[config.mk]
export PLATFORM = sky130hd
export DESIGN_NAME = rmii_rx
export DESIGN_NICKNAME = d
export VERILOG_FILES = /design/src/rtl/rmii_rx.sv
export SDC_FILE = /design/constraint.sdc
export NUM_CORES = 1
export LEC_CHECK = 0
export CAP_MARGIN = 20
export CORE_ASPECT_RATIO = 1.5
export CORE_UTILIZATION = 60
export CTS_BUF_LIST = sky130_fd_sc_hd__clkbuf_2 sky130_fd_sc_hd__clkbuf_4 sky130_fd_sc_hd__clkbuf_8
export DETAILED_ROUTE_END_ITERATION = 10
export GPL_TIMING_DRIVEN = 0
export PLACE_DENSITY = 0.81
export SETUP_SLACK_MARGIN = 0.3
export SLEW_MARGIN = 20
export SYNTH_ARGS = -nofsm -noshare
export SYNTH_HDL_FRONTEND = slang
export SYNTH_SLANG_ARGS = --single-unit
export TNS_END_PERCENT = 20
[constraint.sdc]
create_clock -name clk50 -period 3.2 [get_ports clk50]
set_clock_uncertainty 0.2 [all_clocks]
set_input_delay 0.64 -clock clk50 [delete_from_list [all_inputs] [get_ports clk50]]
set_output_delay 0.64 -clock clk50 [all_outputs]
set_load 0.05 [all_outputs]
[src/rtl/rmii_rx.sv]
// rmii_rx: RMII receive front end in the 50 MHz reference-clock domain.
// It hunts for the preamble and SFD, then packs LSB-first dibits into bytes.
// Bytes are emitted one byte late so the last byte of a frame can carry eof.
// Optional build macro RMII_RX_CRC_EN: adds a CRC-32 residue check of the FCS.
// When the check fails it also sets frame_err on the eof byte.
//
// Output handshake: data_valid is a one-cycle strobe. data/sof/eof/frame_err
// qualify it in the same cycle. There is no ready and no backpressure, so the
// consumer must take every strobe.
module rmii_rx #(
    parameter int MIN_PRE_DIBITS  = 4,
    parameter int MAX_FRAME_BYTES = 1522
) (
    input  logic       clk50,
    input  logic       rst_n,
    input  logic [1:0] rxd,
    input  logic       crs_dv,
    input  logic       rx_er,
    output logic [7:0] data,
    output logic       data_valid,
    output logic       sof,
    output logic       eof,
    output logic       frame_err,
    output logic       busy
);

    typedef enum logic [1:0] {IDLE, PREAMBLE, DATA, DROP} state_t;

    localparam logic [4:0]  MIN_PRE   = 5'(MIN_PRE_DIBITS);
    localparam logic [10:0] MAX_BYTES = 11'(MAX_FRAME_BYTES);

    state_t      state, state_n;
    logic [4:0]  pre_cnt, pre_cnt_n;
    logic [1:0]  sym_cnt, sym_cnt_n;
    logic [10:0] byte_cnt, byte_cnt_n;
    logic [5:0]  asm_q, asm_n;        // low three dibits of the byte in progress
    logic [7:0]  hold_q, hold_n;      // last completed byte, not yet emitted
    logic        hold_vld, hold_vld_n;
    logic        sof_pend, sof_pend_n;
    logic        err_q, err_n;        // sticky rx_er seen during this frame
    logic        low_seen, low_seen_n;
    logic [7:0]  data_n;
    logic        dv_n, sof_n, eof_n, ferr_n;
    logic [7:0]  full_byte;
    logic        err_now;
    logic        crc_bad;

`ifdef RMII_RX_CRC_EN
    localparam logic [31:0] CRC_RESIDUE = 32'hDEBB20E3;

    logic [31:0] crc_q, crc_n;

    // Reflected CRC-32 (poly 0x04C11DB7) advanced by one byte, LSB first.
    function automatic logic [31:0] crc_byte(input logic [31:0] c_in, input logic [7:0] d);
        logic [31:0] c;
        c = c_in;
        for (int i = 0; i < 8; i++) begin
            c = (c >> 1) ^ (32'hEDB88320 & {32{c[0] ^ d[i]}});
        end
        return c;
    endfunction

    // A good frame, FCS included, leaves the fixed residue in the register.
    assign crc_bad = (crc_q != CRC_RESIDUE);
`else
    assign crc_bad = 1'b0;
`endif

    // Next-state and next-output logic for the receive FSM and its datapath.
    always_comb begin
        state_n    = state;
        pre_cnt_n  = pre_cnt;
        sym_cnt_n  = sym_cnt;
        byte_cnt_n = byte_cnt;
        asm_n      = asm_q;
        hold_n     = hold_q;
        hold_vld_n = hold_vld;
        sof_pend_n = sof_pend;
        err_n      = err_q;
        low_seen_n = low_seen;
        data_n     = data;
        dv_n       = 1'b0;
        sof_n      = 1'b0;
        eof_n      = 1'b0;
        ferr_n     = 1'b0;
`ifdef RMII_RX_CRC_EN
        crc_n      = crc_q;
`endif
        full_byte  = {rxd, asm_q};
        err_now    = err_q | rx_er;

        case (state)
            IDLE: begin
                if (crs_dv) begin
                    if (rxd == 2'b01) begin
                        state_n   = PREAMBLE;
                        pre_cnt_n = 5'd1;
                    end else begin
                        state_n    = DROP;
                        low_seen_n = 1'b0;
                    end
                end
            end

            PREAMBLE: begin
                if (!crs_dv) begin
                    state_n = IDLE;
                end else if (rxd == 2'b01) begin
                    if (pre_cnt != 5'd31) pre_cnt_n = pre_cnt + 5'd1;
                end else if (rxd == 2'b11 && pre_cnt >= MIN_PRE) begin
                    state_n    = DATA;
                    sym_cnt_n  = 2'd0;
                    byte_cnt_n = 11'd0;
                    asm_n      = 6'd0;
                    err_n      = 1'b0;
                    hold_vld_n = 1'b0;
                    sof_pend_n = 1'b1;
`ifdef RMII_RX_CRC_EN
                    crc_n      = 32'hFFFFFFFF;
`endif
                end else begin
                    state_n    = DROP;
                    low_seen_n = 1'b0;
                end
            end

            DATA: begin
                err_n = err_now;
                if (!crs_dv && sym_cnt[0]) begin
                    // End of carrier. crs_dv low on an even dibit is only PHY toggling.
                    if (hold_vld) begin
                        dv_n   = 1'b1;
                        data_n = hold_q;
                        sof_n  = sof_pend;
                        eof_n  = 1'b1;
                        ferr_n = (sym_cnt == 2'd3) | err_now | crc_bad;
                    end
                    hold_vld_n = 1'b0;
                    sof_pend_n = 1'b0;
                    state_n    = IDLE;
                end else begin
                    sym_cnt_n = sym_cnt + 2'd1;
                    case (sym_cnt)
                        2'd0:    asm_n[1:0] = rxd;
                        2'd1:    asm_n[3:2] = rxd;
                        2'd2:    asm_n[5:4] = rxd;
                        default: begin
                            if (byte_cnt == MAX_BYTES) begin
                                // One byte too many: close the frame as bad and ignore the rest.
                                dv_n       = 1'b1;
                                data_n     = hold_q;
                                sof_n      = sof_pend;
                                eof_n      = 1'b1;
                                ferr_n     = 1'b1;
                                hold_vld_n = 1'b0;
                                sof_pend_n = 1'b0;
                                state_n    = DROP;
                                low_seen_n = 1'b0;
                            end else begin
                                if (hold_vld) begin
                                    dv_n       = 1'b1;
                                    data_n     = hold_q;
                                    sof_n      = sof_pend;
                                    sof_pend_n = 1'b0;
                                end
                                hold_n     = full_byte;
                                hold_vld_n = 1'b1;
                                byte_cnt_n = byte_cnt + 11'd1;
`ifdef RMII_RX_CRC_EN
                                crc_n      = crc_byte(crc_q, full_byte);
`endif
                            end
                        end
                    endcase
                end
            end

            default: begin
                // DROP: wait for two consecutive low crs_dv cycles.
                if (!crs_dv) begin
                    if (low_seen) state_n = IDLE;
                    low_seen_n = 1'b1;
                end else begin
                    low_seen_n = 1'b0;
                end
            end
        endcase
    end

    // State, datapath and registered outputs.
    always_ff @(posedge clk50 or negedge rst_n) begin
        if (!rst_n) begin
            state      <= IDLE;
            pre_cnt    <= 5'd0;
            sym_cnt    <= 2'd0;
            byte_cnt   <= 11'd0;
            asm_q      <= 6'd0;
            hold_q     <= 8'd0;
            hold_vld   <= 1'b0;
            sof_pend   <= 1'b0;
            err_q      <= 1'b0;
            low_seen   <= 1'b0;
            data       <= 8'd0;
            data_valid <= 1'b0;
            sof        <= 1'b0;
            eof        <= 1'b0;
            frame_err  <= 1'b0;
            busy       <= 1'b0;
`ifdef RMII_RX_CRC_EN
            crc_q      <= 32'hFFFFFFFF;
`endif
        end else begin
            state      <= state_n;
            pre_cnt    <= pre_cnt_n;
            sym_cnt    <= sym_cnt_n;
            byte_cnt   <= byte_cnt_n;
            asm_q      <= asm_n;
            hold_q     <= hold_n;
            hold_vld   <= hold_vld_n;
            sof_pend   <= sof_pend_n;
            err_q      <= err_n;
            low_seen   <= low_seen_n;
            data       <= data_n;
            data_valid <= dv_n;
            sof        <= sof_n;
            eof        <= eof_n;
            frame_err  <= ferr_n;
            busy       <= (state_n != IDLE);
`ifdef RMII_RX_CRC_EN
            crc_q      <= crc_n;
`endif
        end
    end

endmodule

Yosys cells after proc, flatten, opt, wreduce, memory -nomap -nowiden
Cells that the tools add are included.
Widths: inputs -> output; s select.
- flip-flop bits (word level): 51
- output and inout port bits: 13
- $add $sub $neg: 3
- magnitude comparators: 1
- eq/ne operators: 28
- muxes and demuxes: 84
- bitwise gates (word level): 5
- reductions and logical operators: 21
- operators by type and width (kind ; count):
    $mux 11 ; 6
    $mux 1 ; 40
    $mux 2 ; 16
    $mux 8 ; 4
    $reduce_and 6->1 ; 5
    $ne 2x2->1 const B ; 13
    $mux 5 ; 5
    $mux 6 ; 4
    $pmux 11 s2 ; 1
    $pmux 6 s2 ; 1
    $add 11x1->11 const B ; 1
    $eq 11x11->1 const B ; 1
    $pmux 5 s2 ; 1
    $reduce_and 5->1 ; 2
    $eq 2x2->1 const B ; 4
    $ne 2x1->1 const B ; 4
    $reduce_and 4->1 ; 2
    $reduce_and 8->1 ; 1
    $reduce_and 7->1 ; 1
    $eq 2x1->1 const B ; 3
    $pmux 1 s2 ; 3
    $pmux 2 s3 ; 1
    $reduce_bool 2->1 ; 3
    $add 5x1->5 const B ; 1
    other kinds (14) ; 19

Logic depth before layout (Yosys ltp)
Gate-level depths: netlist of run 1.
- depth in word-level cells: 7
- mapped depth: 8
- depth with buffers taken out: 6

Worst setup path after synthesis of run 1
OpenSTA, ideal clock, no wires.
- path kind: input to register
- from: input crs_dv
- to: register hold_q[0]
- arrival time: 1.834 ns
- setup slack: 1.039 ns
- stages on the path: 7
- path buffers: 3
- path through: buf_4 nand2b_1 buf_2 and3_4 and2_1 buf_2 mux2_1
- longest elaborated chain between the ends: 4
- ends and longest elaborated chain (element ; RTL line ; RTL):
    start: declaration ; 17 ; input logic crs_dv,
    $logic_not 1->1 ; -- ;
    $logic_and 1x1->1 ; 129 ; if (!crs_dv && sym_cnt[0]) begin
    $not 1->1 (no line) ; -- ;
    $reduce_and 4->1 (no line) ; -- ;
    end signal: assignment ; 218 ; hold_q <= hold_n;
    end: declaration ; 37 ; logic [7:0] hold_q, hold_n;
No other way between the ends.
A chain may end at the register's enable or synchronous reset.

Worst setup path in the final report of run 1
- from: input rxd[0]
- to: register byte_cnt[5]
- longest elaborated chain between the ends: 4
- elaborated cells between the ends (all ways): 6
- ends and longest elaborated chain (element ; RTL line ; RTL):
    start: declaration ; 16 ; input logic [1:0] rxd,
    $eq 2x2->1 ; 110 ; end else if (rxd == 2'b11 && pre_cnt >= MIN_PRE) begin
    $logic_and 1x1->1 ; 110 ;
    $ne 2x2->1 (no line) ; -- ;
    $reduce_and 7->1 (no line) (*) ; -- ;
    end signal: assignment ; 216 ; byte_cnt <= byte_cnt_n;
    end: declaration ; 35 ; logic [10:0] byte_cnt, byte_cnt_n;
Every way passes the cells marked *; elsewhere a longest branch is shown, timed or not.

==> metrics.md, run 1 <==
| Metric | Value |
|---|---|
| Main combinational cell family by area after synthesis | `simple AND/OR/NAND/NOR gates` |
| Via density | `6.17` |
| Antenna violations before repair | `0` |
| Max Cap Viol | `0` |
| Placed cell count | `337` |
| Synth area leader | `dfrtp_1` |
| Mux contribution to synthesized area | `0.0957` |
| First-pass GRT wire length | `10.3 mm` |
| Worst reg2reg path endpoint | `byte_cnt[7]` |
| Filler cells | `337` |
| Unrepaired setup endpoints after global routing | `false` |
| Slew HR | `0.574` |
| Ys Warns | `0` |
| R2R cell count | `5` |
| Mapped Cells | `274` |
| Max Clock Freq | `0.371 GHz` |
| Post-synth top flop | `dfrtp_1` |
| Clk slew on worst S/H paths | `0.09 ns` |
| Drt wl/cell | `16.8 µm` |
| Syn-to-layout area delta | `12.6%` |
| CP Capture Type | `flip-flop` |
| R2r setup slk | `0.93 ns` |
| Crit Path Class | `in2reg` |
| Gr ovfl total | `0` |
| Worst EP required | `3.20 ns` |
| Peak supply drop | `0.586 mV` |
| Post-layout min period | `2.70 ns` |
| CTS sink cnt | `51` |
| Die span in y | `84.6 µm` |
| TritonCTS clock tree | `built` |
| Simple-gate share of the synthesized area | `0.215` |
| Initial Utilization | `0.638` |
| Status | `finished, violations left` |
| Min Hold Slack | `0.130 ns` |
| N_diodes | `0` |
| Crit Path Max Fanout | `10` |
| Final net count | `314` |
| Total number of vias | `2130` |
| Final setup fails | `0` |
| Number of global-route vias before repair | `2229` |
| Share of cells above drive strength 1 | `0.0803` |
| Synth Area in Adders | `0.0458` |
| Detailed placer's ending HPWL | `4.02 mm` |
| Synth top area share | `0.467` |
| Non-Filler Instances | `345` |
| Register area | `1280 µm²` |
| Synth unique cells | `49` |
| Routed WL | `5.79 mm` |
| CTS resizes | `0` |
| Num rows | `29` |
| XOR/XNOR Fraction of Synth Area | `0.0160` |
| Die Wd | `57.1 µm` |
| FFs w/ async S/R, synth | `1.00` |
| Measured slew at the worst slew-check pin | `0.639 ns` |
| DRC violations left | `6` |
| Post-synth top cells | `51 x dfrtp_1, 17 x nand2_1, 17 x nand3_1, 17 x nor2_1, 16 x mux2i_1` |
| Later-pin clock latency in the skew report | `0.31 ns` |
| I/O Pins | `19` |
| Period utilisation layout | `0.843` |
| Syn Nets | `290` |
| Power density cells | `938 nW/µm²` |
| Die footprint | `4830 µm²` |
| Htree depth | `2` |
| Hold Path Class | `in2async` |
| Largest net degree at the start of global routing | `52` |
| Lkg Pwr | `1.34 nW` |
| Final ANT Viol Nets | `0` |
| Synth Cell Area | `2730 µm²` |
| Number of port buffers | `17` |
| Footprint of the multi-input gates | `1330 µm²` |
| Final hold violations | `0` |
| Gr usage total | `0.272` |
| Drt pass-1 iters | `8` |
| Core Region | `4280 µm²` |
| Crit start category | `input port` |
| Post-synth EDFFs | `0` |
| Slew Limit Fails | `0` |
| CTS buffer count | `5` |
| Top post-synthesis cells by area | `dfrtp_1 47%, mux2i_1 5.9%, ha_1 4.6%` |
| Synth Area in Compound Gates | `0.114` |
| Synth Register Bits | `51` |
| Reg-to-Reg Start | `sym_cnt[0]` |
| Max clock buf depth | `2` |
| Syn Area/Cell | `9.97 µm²` |
| Gpl congestion | `0.925` |
| Postcts setup bufs | `0` |
| DRT iter0 DRCs | `135` |
| Failing checks | `design-rule violations` |
| Count leader, synth | `dfrtp_1` |
| Hold-fix buffers, CTS | `0` |
| CTS Root Cell | `clkbuf_8` |
| Critical path arrival | `2.70 ns` |
| Register area share after synthesis | `0.467` |
## where the power goes
| group | leakage, nW | total [mW] | internal (mW) | switching, mW |
|---|---|---|---|---|
| clock | 0.0612 | 0.468 | 0.253 | 0.215 |
| sequential | 0.600 | 1.14 | 0.909 | 0.230 |
| combinational | 0.683 | 1.28 | 0.526 | 0.753 |
| total | 1.34 | 2.88 | 1.69 | 1.20 |
## flip-flops by register name, summed over array words and instances, names as in the netlist, 2 cells and up
signal and flops:
asm_q 6, byte_cnt 11, data 8, hold_q 8, pre_cnt 5, state 2, sym_cnt 2
## worst max path at each step
stage	startpoint	endpoint	slack [ns]	cells after the start
finish	rxd[0]	byte_cnt[5]	0.50	6
floorplan	crs_dv	hold_q[0]	1.04	7
CTS	rxd[0]	byte_cnt[5]	0.52	6
global route	rxd[0]	byte_cnt[6]	0.34	6
global placement	rst_n	byte_cnt[3]	-0.18	1
detailed placement	rxd[0]	byte_cnt[5]	0.20	6
## stage by stage
stage / TNS, ns / total power [mW] / area (µm²) / util / setup slack, ns
CTS: 0 / 2.89 / 3070 / 0.718 / 0.521
detailed placement: 0 / 2.42 / 2960 / 0.691 / 0.196
global route: 0 / 3.10 / 3070 / 0.718 / 0.335
global placement: -9.04 / 2.38 / 2960 / 0.691 / -0.180
finish: 0 / 2.88 / 3070 / 0.718 / 0.501
floorplan: 0 / 2.06 / 2730 / - / 1.04
## cell families (layout without fill, tap and decap cells)
group                    count (synthesis)  in the layout
AND/OR/NAND/NOR                        107            107
flip-flops                              51             51
AO/OA/AOI/OAI                           49             49
buffers and inverters                   27             52
multiplexers                            25             25
adder cells (fa/ha/maj)                 10             10
XOR/XNOR                                 5              5
## layout make-up
cell class                      count  area share
Buffer                             18      0.0297
Clock buffer                        6      0.0269
Clock inverter                      2      0.0114
Inverter                            9      0.0110
Multi-Input combinational cell    196       0.433
Sequential cell                    51       0.415
Tap cell                           46      0.0187
Timing Repair Buffer               17      0.0545
## critical path: stages
cell,delay (ns)
clkdlybuf4s50_1,0.69
o311ai_1,0.26
nor4b_1,0.43
buf_2,0.31
buf_2,0.29
nor2_1,0.08
## per-layer routing
metal  track usage  wire length, µm  up-vias
met4         0.137              135        0
met1         0.320             2430     1063
met2         0.479             3120       36
met5             0                0        -
li1              -                -     1017
met3        0.0308              105       14
## layout by cell type, fill, tap and decap left out, types with 9 or more instances in the layout
master,count
mux2_1,9
mux2i_1,16
buf_2,10
clkdlybuf4s50_1,16
a21oi_1,11
inv_1,9
dfrtp_1,51
nand4_1,12
nand3_1,17
ha_1,10
nor2b_1,10
and2_1,9
nor2_1,17
o21ai_1,11
nand2_1,17
(Power assumes the default switching activity.)
==> run 2: changes to the inputs <==
==> constraint.sdc (replaced) <==
create_clock -name clk50 -period 2.5 [get_ports clk50]
set_clock_uncertainty 0.2 [all_clocks]
set_input_delay 0.5 -clock clk50 [delete_from_list [all_inputs] [get_ports clk50]]
set_output_delay 0.5 -clock clk50 [all_outputs]
set_load 0.05 [all_outputs]
==> metrics.md, run 2 (same netlist as run 1, synthesis figures left out) <==
| Metric | Value |
|---|---|
| Status | `finished, violations left` |
| Failing checks | `design-rule violations, negative hold slack` |
| Commonest non-fill, non-tap cell in the layout | `dfrtp_1` |
| Htree depth | `2` |
| Placement Cell Area | `2960 µm²` |
| Unrepaired setup endpoints after global routing | `true` |
| Drt pass-1 iters | `10` |
| Max Cap Viol | `0` |
| Slowest Stage Delay on Critical Path | `0.81 ns` |
| Antenna violations before repair | `0` |
| Register area | `1280 µm²` |
| Detailed placer's ending HPWL | `4.02 mm` |
| Total number of vias | `2133` |
| Core Region | `4280 µm²` |
| Reg power frac | `0.392` |
| Post-layout util | `0.727` |
| Clock power frac | `0.161` |
| Num rows | `29` |
| Max reg flops | `11` |
| Top reg by flops | `byte_cnt` |
| Die span in y | `84.6 µm` |
| Gr ovfl total | `0` |
| Number of global-route vias before repair | `2226` |
| Post-layout min period | `2.21 ns` |
| Placed cell count | `337` |
| Routed WL | `5.87 mm` |
| TritonCTS clock tree | `built` |
| P_int | `2.18 mW` |
| Later-pin clock latency in the skew report | `0.31 ns` |
| CP bufs+invs | `1` |
| Final hold violations | `7` |
| Min Hold Slack | `-0.00891 ns` |
| Power density cells | `1200 nW/µm²` |
| Final setup fails | `0` |
| CTS buffer count | `5` |
| Critical-path top delay cell | `clkdlybuf4s50_1` |
| Hold Path Class | `in2async` |
| Slew HR | `0.572` |
| Crit start category | `flip-flop` |
| Delay-heaviest family, CP | `buffers and inverters` |
| Worst EP required | `1.80 ns` |
| Number of port buffers | `17` |
| Top Registers | `byte_cnt x11, data x8, hold_q x8` |
| Footprint of the multi-input gates | `1360 µm²` |
| CTS sink cnt | `51` |
| Via density | `6.16` |
| Measured slew at the worst slew-check pin | `0.642 ns` |
| Gpl congestion | `0.925` |
| Syn-to-layout area delta | `14.0%` |
| Final ANT Viol Nets | `0` |
| Period utilisation layout | `0.885` |
| Initial Utilization | `0.638` |
| Non-Filler Instances | `346` |
| Slew Limit Fails | `0` |
| Share of cells above drive strength 1 | `0.110` |
| Die Wd | `57.1 µm` |
| CTS Root Cell | `clkbuf_8` |
| CP Capture Type | `output pin` |
| Post-route cell area | `3110 µm²` |
| DRC violations left | `6` |
| Logic pwr share | `0.448` |
| I/O Pins | `19` |
| N_diodes | `0` |
| Final net count | `315` |
| Reg-to-Reg Start | `pre_cnt[0]` |
| Lkg Pwr | `1.36 nW` |
| Max Clock Freq | `0.452 GHz` |
| Commonest cells after routing, fill and taps aside | `49 x dfrtp_1, 17 x nor2_1, 17 x nand2_1, 17 x nand3_1, 16 x mux2i_1` |
| R2R cell count | `6` |
| Die footprint | `4830 µm²` |
| Clk slew on worst S/H paths | `0.09 ns` |
| Setup TNS | `0 ns` |
| Post-layout worst setup margin | `0.288 ns` |
| Gr usage total | `0.272` |
| Crit Path Class | `reg2out` |
| Drt wl/cell | `17.0 µm` |
| R2r setup slk | `0.29 ns` |
| First-pass GRT wire length | `10.3 mm` |
| Worst-path cell chain | `clkdlybuf4s50_1` |
| Pwr Total | `3.73 mW` |
| Largest net degree at the start of global routing | `52` |
| Dpl ws | `-0.364 ns` |
| Peak supply drop | `0.746 mV` |
| Crit Path Max Fanout | `3` |
| DRT iter0 DRCs | `129` |
| Worst reg2reg path endpoint | `pre_cnt[3]` |
| Max clock buf depth | `2` |
| Crit path depth | `1` |
| Sw frac | `0.416` |
| Filler cells | `324` |
| Net Switching | `1.55 mW` |
| Critical path arrival | `1.51 ns` |
[run 2: cell count changes in the layout (fill, tap and decap cells not counted), moves of 2 or more]
| cell | before | now |
|---|---|---|
| clkdlybuf4s50_1 | 16 | 14 |
| dlygate4sd2_1 | 0 | 2 |
| dfrtp_2 | 0 | 2 |
| dfrtp_1 | 51 | 49 |
| buf_2 | 10 | 8 |
| buf_4 | 2 | 5 |
[run 2: per-layer routing]
layer  global-route usage  wire length [µm]
met5                    0                 0
met4                0.137               149
met3               0.0308               172
met2                0.478              3120
met1                0.323              2430
[run 2: final cells by class]
cell class,count,share of cell area
multi-input cells,196,0.435
flip-flops and latches,51,0.411
clock buffers,6,0.0265
clock inverters,2,0.0113
repair buffers,18,0.0555
plain buffers,18,0.0314
inverters,9,0.0109
well taps,46,0.0185
[run 2: power by group through the flow]
stage          Combinational (mW)  Clock, mW  Sequential (mW)
5_1_grt                      1.85      0.633             1.51
2_1_floorplan               0.987          0             1.65
4_1_cts                      1.64      0.612             1.45
3_5_place_dp                 1.64          0             1.46
6_report                     1.67      0.599             1.46
3_3_place_gp                 1.60          0             1.44
[run 2: worst max-delay path by stage]
stage | from | endpoint | slack [ns]
after detailed placement | rxd[0] | byte_cnt[5] | -0.36
after floorplan | pre_cnt[0] | pre_cnt[3] | 0.41
after CTS | pre_cnt[0] | pre_cnt[3] | 0.24
final | data[6] | data[6] | 0.29
after global routing | pre_cnt[0] | pre_cnt[3] | 0.22
after global placement | rst_n | byte_cnt[3] | -0.74
[run 2: what timing repair did]
item                                    4_1_cts  5_1_grt
setup buffers                                 0        1
hold buffers                                  0        0
gates resized for setup                       5        9
endpoints found under the setup margin       26       23
==> run 3: changes to the inputs <==
--- a/config.mk
+++ b/config.mk
@@ -13,7 +13,6 @@
 export GPL_TIMING_DRIVEN = 0
 export PLACE_DENSITY = 0.81
 export SETUP_SLACK_MARGIN = 0.3
-export SLEW_MARGIN = 20
 export SYNTH_ARGS = -nofsm -noshare
 export SYNTH_HDL_FRONTEND = slang
 export SYNTH_SLANG_ARGS = --single-unit
==> metrics.md, run 3 (same netlist as run 1, synthesis figures left out) <==
| Metric | Value |
|---|---|
| Post-route cell area | `3160 µm²` |
| Die span in y | `84.6 µm` |
| First-pass GRT wire length | `10.4 mm` |
| N_diodes | `0` |
| CTS Root Cell | `clkbuf_8` |
| Failing checks | `design-rule violations` |
| Delay-heaviest family, CP | `buffers and inverters` |
| Final setup fails | `0` |
| Number of global-route vias before repair | `2255` |
| CTS sink cnt | `51` |
| Crit Path Max Fanout | `3` |
| Crit Path Class | `reg2out` |
| Peak supply drop | `0.587 mV` |
| Initial Utilization | `0.638` |
| Filler cells | `317` |
| Measured slew at the worst slew-check pin | `0.578 ns` |
| Critical path arrival | `1.51 ns` |
| Worst reg2reg path endpoint | `pre_cnt[3]` |
| Crit start category | `flip-flop` |
| Sw frac | `0.423` |
| Worst-path cell chain | `clkdlybuf4s50_1` |
| Hold Path End | `sym_cnt[0]` |
| Commonest cells after routing, fill and taps aside | `49 x dfrtp_1, 17 x nor2_1, 17 x nand2_1, 17 x nand3_1, 16 x mux2i_1` |
| Reg-to-Reg Start | `pre_cnt[1]` |
| Htree depth | `2` |
| Antenna violations before repair | `0` |
| Share of cells above drive strength 1 | `0.119` |
| DRT iter0 DRCs | `156` |
| TritonCTS clock tree | `built` |
| Gr usage total | `0.276` |
| Post-layout min period | `2.21 ns` |
| Reg power frac | `0.392` |
| P_int | `2.17 mW` |
| Gpl congestion | `0.925` |
| Max Cap Viol | `0` |
| CTS buffer count | `5` |
| Max reg flops | `11` |
| Final ANT Viol Nets | `0` |
| Hold Path Class | `in2reg` |
| Clock power frac | `0.154` |
| Worst EP required | `1.80 ns` |
| R2R cell count | `6` |
| Num rows | `29` |
| Largest net degree at the start of global routing | `34` |
| Gr ovfl total | `0` |
| Critical-path top delay cell | `clkdlybuf4s50_1` |
| Net Switching | `1.59 mW` |
| Detailed placer's ending HPWL | `4.11 mm` |
| Top Registers | `byte_cnt x11, data x8, hold_q x8` |
| Routed WL | `6.15 mm` |
| Post-layout worst setup margin | `0.288 ns` |
| CP bufs+invs | `1` |
| Drt pass-1 iters | `7` |
| CP Capture Type | `output pin` |
| Power density cells | `1190 nW/µm²` |
| Commonest non-fill, non-tap cell in the layout | `dfrtp_1` |
| Die Wd | `57.1 µm` |
| Period utilisation layout | `0.885` |
| Core Region | `4280 µm²` |
| Logic pwr share | `0.454` |
| Max Clock Freq | `0.452 GHz` |
| Min-delay src | `crs_dv` |
| Lkg Pwr | `1.37 nW` |
| Hold Path Depth | `2` |
| Syn-to-layout area delta | `15.8%` |
| Placement Cell Area | `2970 µm²` |
| Top reg by flops | `byte_cnt` |
| Final hold violations | `0` |
| I/O Pins | `19` |
| Final net count | `318` |
| Setup TNS | `0 ns` |
| Slowest Stage Delay on Critical Path | `0.81 ns` |
| Number of port buffers | `17` |
| Slew HR | `0.609` |
| Unrepaired setup endpoints after global routing | `true` |
| Total number of vias | `2144` |
| Via density | `6.14` |
| R2r setup slk | `0.35 ns` |
| Later-pin clock latency in the skew report | `0.31 ns` |
| Status | `finished, violations left` |
| Dpl ws | `-0.371 ns` |
| Max clock buf depth | `2` |
| Slew Limit Fails | `0` |
| Clk slew on worst S/H paths | `0.10 ns` |
| Drt wl/cell | `17.6 µm` |
| Die footprint | `4830 µm²` |
| DRC violations left | `7` |
==> run 3: power by group through the flow <==
stage	Clock (mW)	Sequential, mW	Combinational (mW)
2_1_floorplan	0	1.65	0.987
3_3_place_gp	0	1.44	1.60
3_5_place_dp	0	1.46	1.64
4_1_cts	0.591	1.45	1.65
5_1_grt	0.615	1.52	1.88
6_report	0.579	1.48	1.71
==> run 3: through the flow <==
step | std cells | utilization | hold slack (ns) | power [mW]
after CTS | 347 | 0.725 | 0.249 | 3.70
after detailed placement | 338 | 0.695 | 0.267 | 3.11
final | 349 | 0.739 | 0.260 | 3.76
after floorplan | 274 | - | 0.00441 | 2.64
after global routing | 349 | 0.739 | 0.282 | 4.02
after global placement | 337 | 0.691 | 0.276 | 3.04
==> run 3: repair_timing <==
action / 4_1_cts / 5_1_grt
endpoints found under the hold margin: 18 / 0
setup buffers: 0 / 2
hold buffers: 1 / 0
pin swaps: 0 / 1
endpoints found under the setup margin: 24 / 25
gates resized for setup: 5 / 14
gates cloned: 0 / 0
==> run 3: worst reg2reg max path: stages (launching register included) <==
cell	delay, ns
dfrtp_1	0.45
ha_4	0.19
and3_1	0.14
ha_1	0.19
a211o_4	0.35
or4_4	0.49
o21ai_2	0.07
==> run 3: how the worst max path moves through the flow <==
| stage | from | to | slack, ns | cells after the start |
|---|---|---|---|---|
| floorplan | pre_cnt[0] | pre_cnt[3] | 0.41 | 6 |
| global placement | rst_n | byte_cnt[3] | -0.74 | 1 |
| detailed placement | rxd[0] | err_q | -0.37 | 6 |
| CTS | sym_cnt[0] | byte_cnt[7] | 0.24 | 5 |
| global route | sym_cnt[0] | byte_cnt[7] | 0.25 | 5 |
| finish | data[1] | data[1] | 0.29 | 1 |
==> run 3: metal layers <==
layer  share of wire  vias to the layer above  global-route usage
met5               0                        -                   0
met1            0.39                     1070               0.320
met2            0.56                       45               0.499
met4          0.0099                        0               0.106
met3           0.033                        7              0.0431
li1                -                     1022                   -
==> run 3: final cells by class <==
cell class / count / area, µm² / area share
Clock inverter: 3 / 43.8 / 0.0138
Tap cell: 46 / 57.6 / 0.0182
Clock buffer: 5 / 68.8 / 0.0218
Timing Repair Buffer: 21 / 210 / 0.0665
Inverter: 9 / 33.8 / 0.0107
Sequential cell: 51 / 1280 / 0.404
Buffer: 18 / 103 / 0.0324
Multi-Input combinational cell: 196 / 1370 / 0.432
